==> src/rtl/rst_seq_ctrl_pkg.sv <==
`default_nettype none
// ============================================================================
//  Module      : rst_seq_pkg
//  Description : Shared types and helpers for the staged reset sequencer.
//  Revision    : 1.0 - initial release
// ============================================================================
package rst_seq_pkg;

   // Default width of the shared delay counter (holds 5e9 cycles).
   localparam int CNT_W_DEF   = 34;
   // Width of the stage index and fault_stage output (up to 8 stages).
   localparam int STAGE_IDX_W = 3;

   typedef enum logic [2:0] {
      S_WAIT_LOCK = 3'd0,
      S_POR       = 3'd1,
      S_STAGE     = 3'd2,
      S_ACK       = 3'd3,
      S_DONE      = 3'd4,
      S_FAULT     = 3'd5
   } seq_state_e;

   // Increment that sticks at 255 instead of wrapping.
   function automatic logic [7:0] sat_inc8(input logic [7:0] v);
      return (v == 8'hFF) ? v : v + 8'd1;
   endfunction

endpackage
`default_nettype wire

==> src/rtl/rst_seq_ctrl_lock_filt.sv <==
`default_nettype none
// ============================================================================
//  Module      : lock_filt
//  Description : 2-FF synchroniser for the asynchronous PLL lock followed by a
//                debounce that requires LOCK_FILT consecutive high samples.
//                lock_ok drops combinationally as soon as the synchronised
//                lock goes low.
//  Revision    : 1.0 - initial release
// ============================================================================
module lock_filt #(
   parameter int LOCK_FILT = 16
) (
   input  logic clk_100M,
   input  logic rst_n,
   input  logic locked,
   output logic lock_ok
);

   localparam int             FW       = $clog2(LOCK_FILT + 1);
   localparam logic [FW-1:0]  FILT_MAX = FW'(LOCK_FILT);

   logic [1:0]    sync_q, sync_d;
   logic [FW-1:0] filt_q, filt_d;

   // Shift the raw lock into the synchroniser and count consecutive highs.
   always_comb begin
      sync_d = {sync_q[0], locked};
      filt_d = filt_q;
      if (!sync_q[1]) begin
         filt_d = '0;
      end else if (filt_q != FILT_MAX) begin
         filt_d = filt_q + FW'(1);
      end
   end

   // Synchroniser and debounce counter registers.
   always_ff @(posedge clk_100M or negedge rst_n) begin
      if (!rst_n) begin
         sync_q <= '0;
         filt_q <= '0;
      end else begin
         sync_q <= sync_d;
         filt_q <= filt_d;
      end
   end

   assign lock_ok = sync_q[1] && (filt_q == FILT_MAX);

endmodule
`default_nettype wire

==> src/rtl/rst_seq_ctrl.sv <==
`default_nettype none
// ============================================================================
//  Module      : rst_seq_ctrl
//  Description : Staged reset sequencer. Waits for filtered PLL lock, holds a
//                power-on settle delay, then releases N_STAGE reset domains in
//                order, each gated by its ready acknowledge. Lock loss or a
//                software request restarts; ack timeout is flagged as a fault.
//  Revision    : 1.0 - initial release
// ============================================================================
module rst_seq_ctrl
   import rst_seq_pkg::*;
#(
   parameter int               N_STAGE   = 4,
   parameter int               CNT_W     = CNT_W_DEF,
   parameter logic [CNT_W-1:0] POR_DLY   = 34'd5_000_000_000,
   parameter int               STAGE_DLY = 1000,
   parameter int               ACK_TMO   = 100000,
   parameter int               LOCK_FILT = 16
) (
   input  logic                   clk_100M,
   input  logic                   rst_n,
   input  logic                   locked,
   input  logic                   soft_rst_req,
   input  logic [N_STAGE-1:0]     stage_rdy,
   output logic [N_STAGE-1:0]     rst_stage_n,
   output logic                   seq_done,
   output logic                   seq_fault,
   output logic [STAGE_IDX_W-1:0] fault_stage,
   output logic [7:0]             relock_cnt
);

   localparam logic [CNT_W-1:0]       POR_TC   = POR_DLY - CNT_W'(1);
   localparam logic [CNT_W-1:0]       STAGE_TC = CNT_W'(STAGE_DLY - 1);
   localparam logic [CNT_W-1:0]       ACK_TC   = CNT_W'(ACK_TMO - 1);
   localparam logic [STAGE_IDX_W-1:0] LAST_IDX = STAGE_IDX_W'(N_STAGE - 1);

   logic                   lock_ok;
   logic                   lock_lost;
   logic [N_STAGE-1:0]     sel_mask;

   seq_state_e             state_q, state_d;
   logic [CNT_W-1:0]       cnt_q, cnt_d;
   logic [STAGE_IDX_W-1:0] idx_q, idx_d;
   logic [N_STAGE-1:0]     rst_q, rst_d;
   logic                   done_q, done_d;
   logic                   fault_q, fault_d;
   logic [STAGE_IDX_W-1:0] fstage_q, fstage_d;
   logic [7:0]             relock_q, relock_d;

   lock_filt #(
      .LOCK_FILT (LOCK_FILT)
   ) u_lock_filt (
      .clk_100M (clk_100M),
      .rst_n    (rst_n),
      .locked   (locked),
      .lock_ok  (lock_ok)
   );

   // One-hot select of the stage currently being sequenced.
   assign sel_mask = N_STAGE'(1) << idx_q;
   // Every state past S_WAIT_LOCK was reached with lock held, so a low
   // lock_ok there is always a 1->0 transition.
   assign lock_lost = (state_q != S_WAIT_LOCK) && !lock_ok;

   // Next-state, counter and output-register logic; lock loss overrides all.
   always_comb begin
      state_d  = state_q;
      cnt_d    = cnt_q;
      idx_d    = idx_q;
      rst_d    = rst_q;
      done_d   = done_q;
      fault_d  = fault_q;
      fstage_d = fstage_q;
      relock_d = relock_q;

      if (lock_lost) begin
         state_d  = S_WAIT_LOCK;
         cnt_d    = '0;
         idx_d    = '0;
         rst_d    = '0;
         done_d   = 1'b0;
         fault_d  = 1'b0;
         relock_d = sat_inc8(relock_q);
      end else begin
         case (state_q)
            S_WAIT_LOCK: begin
               rst_d = '0;
               if (lock_ok) begin
                  state_d = S_POR;
                  cnt_d   = '0;
               end
            end
            S_POR: begin
               if (cnt_q == POR_TC) begin
                  state_d = S_STAGE;
                  idx_d   = '0;
                  cnt_d   = '0;
               end else begin
                  cnt_d = cnt_q + CNT_W'(1);
               end
            end
            S_STAGE: begin
               if (cnt_q == STAGE_TC) begin
                  rst_d   = rst_q | sel_mask;
                  state_d = S_ACK;
                  cnt_d   = '0;
               end else begin
                  cnt_d = cnt_q + CNT_W'(1);
               end
            end
            S_ACK: begin
               if (|(stage_rdy & sel_mask)) begin
                  cnt_d = '0;
                  if (idx_q == LAST_IDX) begin
                     state_d = S_DONE;
                     done_d  = 1'b1;
                  end else begin
                     idx_d   = idx_q + STAGE_IDX_W'(1);
                     state_d = S_STAGE;
                  end
               end else if (cnt_q == ACK_TC) begin
                  state_d  = S_FAULT;
                  cnt_d    = '0;
                  fault_d  = 1'b1;
                  fstage_d = idx_q;
               end else begin
                  cnt_d = cnt_q + CNT_W'(1);
               end
            end
            S_DONE, S_FAULT: begin
               // Software restart skips the power-on delay.
               if (soft_rst_req) begin
                  state_d = S_STAGE;
                  cnt_d   = '0;
                  idx_d   = '0;
                  rst_d   = '0;
                  done_d  = 1'b0;
                  fault_d = 1'b0;
               end
            end
            default: begin
               state_d = S_WAIT_LOCK;
               cnt_d   = '0;
               idx_d   = '0;
               rst_d   = '0;
               done_d  = 1'b0;
               fault_d = 1'b0;
            end
         endcase
      end
   end

   // State, counter and output registers.
   always_ff @(posedge clk_100M or negedge rst_n) begin
      if (!rst_n) begin
         state_q  <= S_WAIT_LOCK;
         cnt_q    <= '0;
         idx_q    <= '0;
         rst_q    <= '0;
         done_q   <= 1'b0;
         fault_q  <= 1'b0;
         fstage_q <= '0;
         relock_q <= '0;
      end else begin
         state_q  <= state_d;
         cnt_q    <= cnt_d;
         idx_q    <= idx_d;
         rst_q    <= rst_d;
         done_q   <= done_d;
         fault_q  <= fault_d;
         fstage_q <= fstage_d;
         relock_q <= relock_d;
      end
   end

   assign rst_stage_n = rst_q;
   assign seq_done    = done_q;
   assign seq_fault   = fault_q;
   assign fault_stage = fstage_q;
   assign relock_cnt  = relock_q;

endmodule
`default_nettype wire
==> config.mk <==
export PLATFORM = sky130hd
export DESIGN_NAME = rst_seq_ctrl
export DESIGN_NICKNAME = d
export VERILOG_FILES = /design/src/rtl/rst_seq_ctrl_pkg.sv /design/src/rtl/rst_seq_ctrl_lock_filt.sv /design/src/rtl/rst_seq_ctrl.sv
export SDC_FILE = /design/constraint.sdc
export NUM_CORES = 1
export LEC_CHECK = 0
export ABC_CLOCK_PERIOD_IN_PS = 3300
export BUFFER_PORTS_ARGS = -buffer_cell sky130_fd_sc_hd__buf_2
export CORE_ASPECT_RATIO = 0.8
export CORE_MARGIN = 1
export CORE_UTILIZATION = 53
export CTS_CLUSTER_SIZE = 30
export DETAILED_ROUTE_END_ITERATION = 8
export PLACE_DENSITY = 0.71
export SYNTH_ARGS = -nofsm -noshare
export SYNTH_HDL_FRONTEND = slang
export SYNTH_SLANG_ARGS = --single-unit
==> constraint.sdc <==
create_clock -name clk_100M -period 3.3 [get_ports clk_100M]
set_clock_uncertainty 0.1 [all_clocks]
set_input_delay 0.66 -clock clk_100M [delete_from_list [all_inputs] [get_ports clk_100M]]
set_output_delay 0.66 -clock clk_100M [all_outputs]
set_load 0.01 [all_outputs]
==> results of run 1 <==
-- cells by family (layout without fill, tap and decap cells) --
group           after synthesis  in the layout
buf+inv                      23             56
compound gates               47             47
flops                        64             64
mux                           8              8
simple gates                178            178
fa+ha+maj                     9              9
xor+xnor                     32             32
-- worst max-delay path by stage --
stage / startpoint / endpoint / slack [ns]
final: cnt_q[16] / cnt_q[3] / 0.58
after global routing: idx_q[0] / cnt_q[5] / 0.43
after CTS: cnt_q[16] / cnt_q[3] / 0.60
after detailed placement: cnt_q[16] / cnt_q[3] / 0.61
after global placement: cnt_q[8] / cnt_q[13] / 0.66
after floorplan: cnt_q[16] / state_q[1] / 0.77
-- through the flow --
step	utilization	worst slack (ns)
finish	0.6396	0.5758
global route	0.6396	0.4266
CTS	0.6396	0.6009
detailed placement	0.6049	0.6071
global placement	0.6049	0.6636
floorplan	-	0.7695
-- final cells by class --
class,count,area [µm²],share of cell area
clock inverters,4,70.07,0.01796
repair buffers,32,182.7,0.04682
multi-input cells,274,1780,0.4564
clock buffers,11,131.4,0.03368
well taps,81,101.3,0.02598
inverters,9,33.78,0.008659
flip-flops and latches,64,1602,0.4105
-- sequential cells by signal (all words and copies together), names as in the netlist --
name                cells
state_q                 3
cnt_q                  34
u_lock_filt.filt_q      5
fault_stage             3
rst_stage_n             4
seq_fault               1
relock_cnt              8
idx_q                   3
u_lock_filt.sync_q      2
seq_done                1
-- power groups by stage --
stage / Combinational [µW] / Sequential, µW / Clock [µW]
5_1_grt: 42.9 / 796 / 755
3_5_place_dp: 37.2 / 810 / 0
3_3_place_gp: 36.4 / 810 / 0
6_report: 36.6 / 796 / 706
4_1_cts: 38.0 / 795 / 726
2_1_floorplan: 12.7 / 809 / 0
-- cells in the final DEF (no fill, tap or decap), types with 2 or more instances in the layout --
master	netlist	routed
a21o_1	4	4
a31o_2	2	2
and3_1	4	4
nor2b_1	6	6
o31ai_1	2	2
nand3_1	14	14
nor4b_1	3	3
a31oi_1	3	3
ha_1	9	9
a22o_1	10	10
buf_4	1	7
o21ai_0	7	7
and4_1	2	2
nand2_1	37	37
clkinv_2	0	2
clkbuf_1	10	2
mux2_2	7	7
or4_1	3	3
nand4_1	10	10
or3_1	2	2
nand3b_1	5	5
xnor2_1	28	28
dfrtp_1	64	64
or2_2	2	2
nor3b_1	4	4
bufinv_16	0	2
nand2b_1	2	2
nor4_1	10	10
nor2_1	48	48
clkbuf_8	0	9
xor2_1	4	4
inv_1	9	9
buf_2	2	24
nor3_1	18	18
a21oi_1	6	5
-- worst reg2reg max path: cells and delay by family, from the launching register on --
family / cells / cell delay (ns)
buffers and inverters: 1 / 0.22
AOI/OAI and AO/OA: 4 / 0.79
DFF: 1 / 0.45
and+or+nand+nor: 2 / 1.04
-- routing by layer --
layer	vias up	track usage	wire length [µm]
li1	1351	-	-
met4	0	0.08160	19
met5	-	0	0
met1	1348	0.3294	3598
met3	2	0.05521	407
met2	59	0.3572	3205
-- timing repair --
item                      in CTS  in global routing
hold endpoints to repair       1                  0
hold buffers                   1                  0
gates resized for setup        0                  0
==> impl_metrics.toml, run 1 <==
[detailed_routing]
routed_wl_um = 7230
ant_nets = 0
firstDrtPassIters = 4
vias_per_cell = 5.811
drcViolationCount = 0
drt_iter0_drc = 282
dr_total_vias = 2760
wl_per_cell_um = 15.22

[timing]
hold_violations = 0
post-route-period-util = 0.8255
fmax_ghz = 0.3671
final_max_slew_viol_count = 0
worstMarginPinSlew_ns = 0.6240
holdWs_ns = 0.2521
timing.setup.tns_ns = 0
setup_viol = 0
period_needed_ns = 2.724
rsz0062_at_grt = "false"
maxSlewHeadroom = 0.5820

[worst_setup_path]
ff2ff_setup_slack_ns = 0.58
crit_type = "reg2reg"
start_kind = "flop"
crit_required_ns = 3.42
critPathBufInv = 1
path_cells = "or4_1 -> or4_4 -> o311ai_4 -> a311oi_2 -> buf_4 -> a21o_1 -> a22o_1"
setup.worst_path.end_class = "flop"
cpMaxStageDelayCell = "or4_1"
reg2reg_depth = 7
cp_max_fo = 12
cp.arrival_ns = 2.85
r2r-end = "cnt_q[3]"
r2r_start = "cnt_q[16]"
crit_family = "simple AND/OR/NAND/NOR gates"
max_stage_delay_ns = 0.53
cp.depth = 7

[placement]
gp_congestion = 0.8009
placed_cells = 459
place_area_um2 = 3690
dp_hpwl_um = 5234
io_buffer_count = 24

[logic_synthesis]
synth_top_area_frac = 0.4623
synthCells = 361
synth.most_common_cell = "dfrtp_1"
synthMuxAreaShare = 0.02564
syn-num-nets = 378
synth_edf_count = 0
syn_area_um2 = 3465
synth-compound-area-share = 0.1080
synth_top_family_by_area = "simple AND/OR/NAND/NOR gates"
synthAdderAreaFrac = 0.03250
ys_async_sr_fraction = 1.000
avgSynthCellArea_um2 = 9.597
yosys-top-cells-count = "dfrtp_1 (64), nor2_1 (48), nand2_1 (37)"
synth_xor_area_frac = 0.08090
ys_top_cells_by_area = "dfrtp_1 (46%), xnor2_1 (7.1%), nor2_1 (5.2%), nand2_1 (4.0%), ha_1 (3.3%)"
synth-simple-area-share = 0.2640
synth.distinct_cells = 55
yosysSeqAreaShare = 0.4623
synth_ff_type = "dfrtp_1"
ys_warn_count = 0
synth_area_leader_cell = "dfrtp_1"
synth-seq-cells = 64

[layout]
final_net_count = 407
stdcell_count = 475
nFillCells = 525
finalInstanceArea_um2 = 3901
antenna_cells = 0
syn_to_final_growth_pct = 12.60
drive_gt1_frac = 0.1599

[die]
die_width_um = 92.40
ios = 25
floorplan.initialDensity = 0.5680
core_um2 = 6100
die_area_um2 = 6866
placementRows = 25
die_h_um = 74.32

[global_routing]
grt_pass1_wl_um = 12250
gr-usage-all-layers = 0.2336
gr-total-overflow = 0
grt_start_max_net_pins = 42
antenna_found_initial = 0
grt_pass1_vias = 2577

[cts]
clk_pin_slew_ns = 0.07
cts_buffers = 9
cts.sinks = 64
cts_root_buf = "clkbuf_8"
h-tree-depth = 3
post_cts_buffers = 0
clockBufferDepth = 2
cts_tree = "built"
clk_latency_ns = 0.34

[worst_hold_path]
min_from = "u_lock_filt.sync_q[0]"
holdPathEnd = "u_lock_filt.sync_q[1]"
hold_path.class = "reg2reg"
hold_depth = 0

[job]
drv_cap = 0

[power_and_ir_drop]
ir_drop_uv = 434.2
clockPowerShare = 0.459
seqPwrFrac = 0.517
intPower_uw = 1221
leakagePower_uw = 0.001726
net-switching-power_uw = 317.4
power.share.switching = 0.2063
p_total_uw = 1538
p_comb_frac = 0.024
power_density_nw_per_um2 = 394.3

[run_status]
outcome = "finished, final reports clean"
Power figures use the tool's default switching activity.
==> inputs of run 2 (changes only) <==
--- a/config.mk
+++ b/config.mk
@@ -5,14 +5,14 @@
 export SDC_FILE = /design/constraint.sdc
 export NUM_CORES = 1
 export LEC_CHECK = 0
-export ABC_CLOCK_PERIOD_IN_PS = 3300
+export ABC_CLOCK_PERIOD_IN_PS = 2450
 export BUFFER_PORTS_ARGS = -buffer_cell sky130_fd_sc_hd__buf_2
 export CORE_ASPECT_RATIO = 0.8
 export CORE_MARGIN = 1
 export CORE_UTILIZATION = 53
 export CTS_CLUSTER_SIZE = 30
 export DETAILED_ROUTE_END_ITERATION = 8
-export PLACE_DENSITY = 0.71
+export PLACE_DENSITY = 0.74
 export SYNTH_ARGS = -nofsm -noshare
 export SYNTH_HDL_FRONTEND = slang
 export SYNTH_SLANG_ARGS = --single-unit
==> constraint.sdc (replaced) <==
create_clock -name clk_100M -period 2.45 [get_ports clk_100M]
set_clock_uncertainty 0.1 [all_clocks]
set_input_delay 0.49 -clock clk_100M [delete_from_list [all_inputs] [get_ports clk_100M]]
set_output_delay 0.49 -clock clk_100M [all_outputs]
set_load 0.01 [all_outputs]
==> run 2 against run 1 <==
Net effect: the flow now finishes with violations (negative setup slack); cell area grew 13%; count of clock-buffer cells in the layout grew 2; largest cell class unchanged; sequential power grew 34%; sequential cell count is the same; sequential share of layout area shrank 4.7 points.
==> impl_metrics.toml, run 2 (same netlist as run 1, synthesis figures left out) <==
[run_status]
outcome = "finished with violations"
violations = "negative setup slack"

[die]
floorplan.initialDensity = 0.5680
die_area_um2 = 6866
die_h_um = 74.32
core_um2 = 6100
placementRows = 25
die_width_um = 92.40
ios = 25

[layout]
final_common_cell = "dfrtp_1"
drive_gt1_frac = 0.2867
syn_to_final_growth_pct = 27.23
largest_reg_flops = 34
antenna_cells = 0
final_cell_mix = "dfrtp_1 (64), buf_4 (50), nor2_1 (47), nand2_1 (36), xnor2_1 (28)"
final_util = 0.7227
top_register = "cnt_q"
final_net_count = 455

[power_and_ir_drop]
leakagePower_uw = 0.002007
ir_drop_uv = 327.8
power_density_nw_per_um2 = 466.2
p_comb_frac = 0.029
power.share.switching = 0.2172
clockPowerShare = 0.450
net-switching-power_uw = 446.4
seqPwrFrac = 0.521
intPower_uw = 1609

[placement]
dp_hpwl_um = 5614
io_buffer_count = 24
gp_congestion = 0.8703

[detailed_routing]
routed_wl_um = 8053
drcViolationCount = 0
ant_nets = 0
firstDrtPassIters = 4
wl_per_cell_um = 15.37
dr_total_vias = 2996
vias_per_cell = 5.718
drt_iter0_drc = 225

[worst_setup_path]
cp.arrival_ns = 2.75
crit_required_ns = 2.59
crit_type = "reg2reg"
cp.depth = 7
crit_family = "simple AND/OR/NAND/NOR gates"
cp_max_fo = 5
reg2reg_depth = 7
path_cells = "or4_4 -> or4_4 -> o311ai_4 -> a311oi_4 -> buf_4 -> a21o_1 -> a22o_1"
cpMaxStageDelayCell = "or4_4"
max_stage_delay_ns = 0.53
critPathBufInv = 1
start_kind = "flop"
crit_top_cell = "or4_4"
setup.worst_path.end_class = "flop"

[worst_hold_path]
hold_path.class = "in2async"

[global_routing]
grt_pass1_wl_um = 13310
gr-usage-all-layers = 0.2552
busiest_layer = "met2"
grt_start_max_net_pins = 40
grt_pass1_vias = 2843
antenna_found_initial = 0
gr-total-overflow = 0
gr-usage-met1 = 0.3473
use_met2 = 0.3901
gr-usage-met3 = 0.06442

[cts]
cts_buffers = 9
postCtsHoldBufs = 0
cts_tree = "built"
cts.sinks = 64
clockBufferDepth = 2
clk_pin_slew_ns = 0.07
clk_latency_ns = 0.34
cts_root_buf = "clkbuf_8"
h-tree-depth = 3

[timing]
setup_viol = 37
fmax_ghz = 0.3819
final_max_slew_viol_count = 0
maxSlewHeadroom = 0.6000
setup_ws_ns = -0.1682
rsz0062_at_grt = "true"
period_needed_ns = 2.618
hold_violations = 0
timing.setup.tns_ns = -3.718
post-route-period-util = 1.069
worstMarginPinSlew_ns = 0.6000

[job]
drv_cap = 0
run 2: cell types whose count changed in the layout (fill, tap and decap cells not counted), sizes merged:
cell,delta
dlygate4sd3,-1
clkbuf,+2
buf,+49
bufinv,-1
run 2: area by class of cell:
type / instances / area (µm²)
Clock buffer: 13 / 158.9
Clock inverter: 3 / 40.04
Fill cell: 462 / 1692
Inverter: 9 / 33.78
Multi-Input combinational cell: 274 / 1889
Sequential cell: 64 / 1602
Tap cell: 81 / 101.3
Timing Repair Buffer: 80 / 583.1
run 2: final timing paths:
check | startpoint | endpoint | slack (ns)
worst min-delay path | rst_n | idx_q[2] | 0.05
min in group clk_100M | locked | u_lock_filt.sync_q[0] | 0.15
worst max register to register | cnt_q[4] | cnt_q[9] | -0.17
worst max-delay path | cnt_q[4] | cnt_q[9] | -0.17
worst min register to register | u_lock_filt.sync_q[0] | u_lock_filt.sync_q[1] | 0.26
max in group asynchronous | rst_n | cnt_q[24] | 1.58
run 2: what timing repair did:
item,CTS,global route
setup buffers,2,4
endpoints found under the setup margin,31,49
gates cloned,1,0
gates resized for setup,6,16
hold endpoints to repair,0,0
pin swaps,4,9
run 2: power groups by stage:
stage          clock (µW)  combinational (µW)  sequential (µW)
6_report              926                58.8             1070
3_3_place_gp            0                54.7             1090
3_5_place_dp            0                56.7             1090
2_1_floorplan           0                17.2             1090
4_1_cts               947                57.0             1070
5_1_grt               987                67.4             1070
run 2: routing by layer:
layer / routed length (µm) / vias up
li1: - / 1453
met1: 3925 / 1453
met2: 3602 / 73
met3: 393 / 17
met4: 131 / 0
met5: 0 / -
run 2: per-stage QoR:
stage / power, µW / hold slack, ns / cell area (µm²) / cells / setup slack (ns)
2_1_floorplan: 1106 / 0.09441 / 3482 / 361 / -0.04193
3_3_place_gp: 1144 / 0.2338 / 4054 / 501 / -0.08949
3_5_place_dp: 1146 / 0.2409 / 4054 / 501 / -0.1546
4_1_cts: 2073 / 0.05244 / 4305 / 520 / -0.1267
5_1_grt: 2125 / 0.08903 / 4408 / 524 / -0.2292
6_report: 2055 / 0.04687 / 4408 / 524 / -0.1682
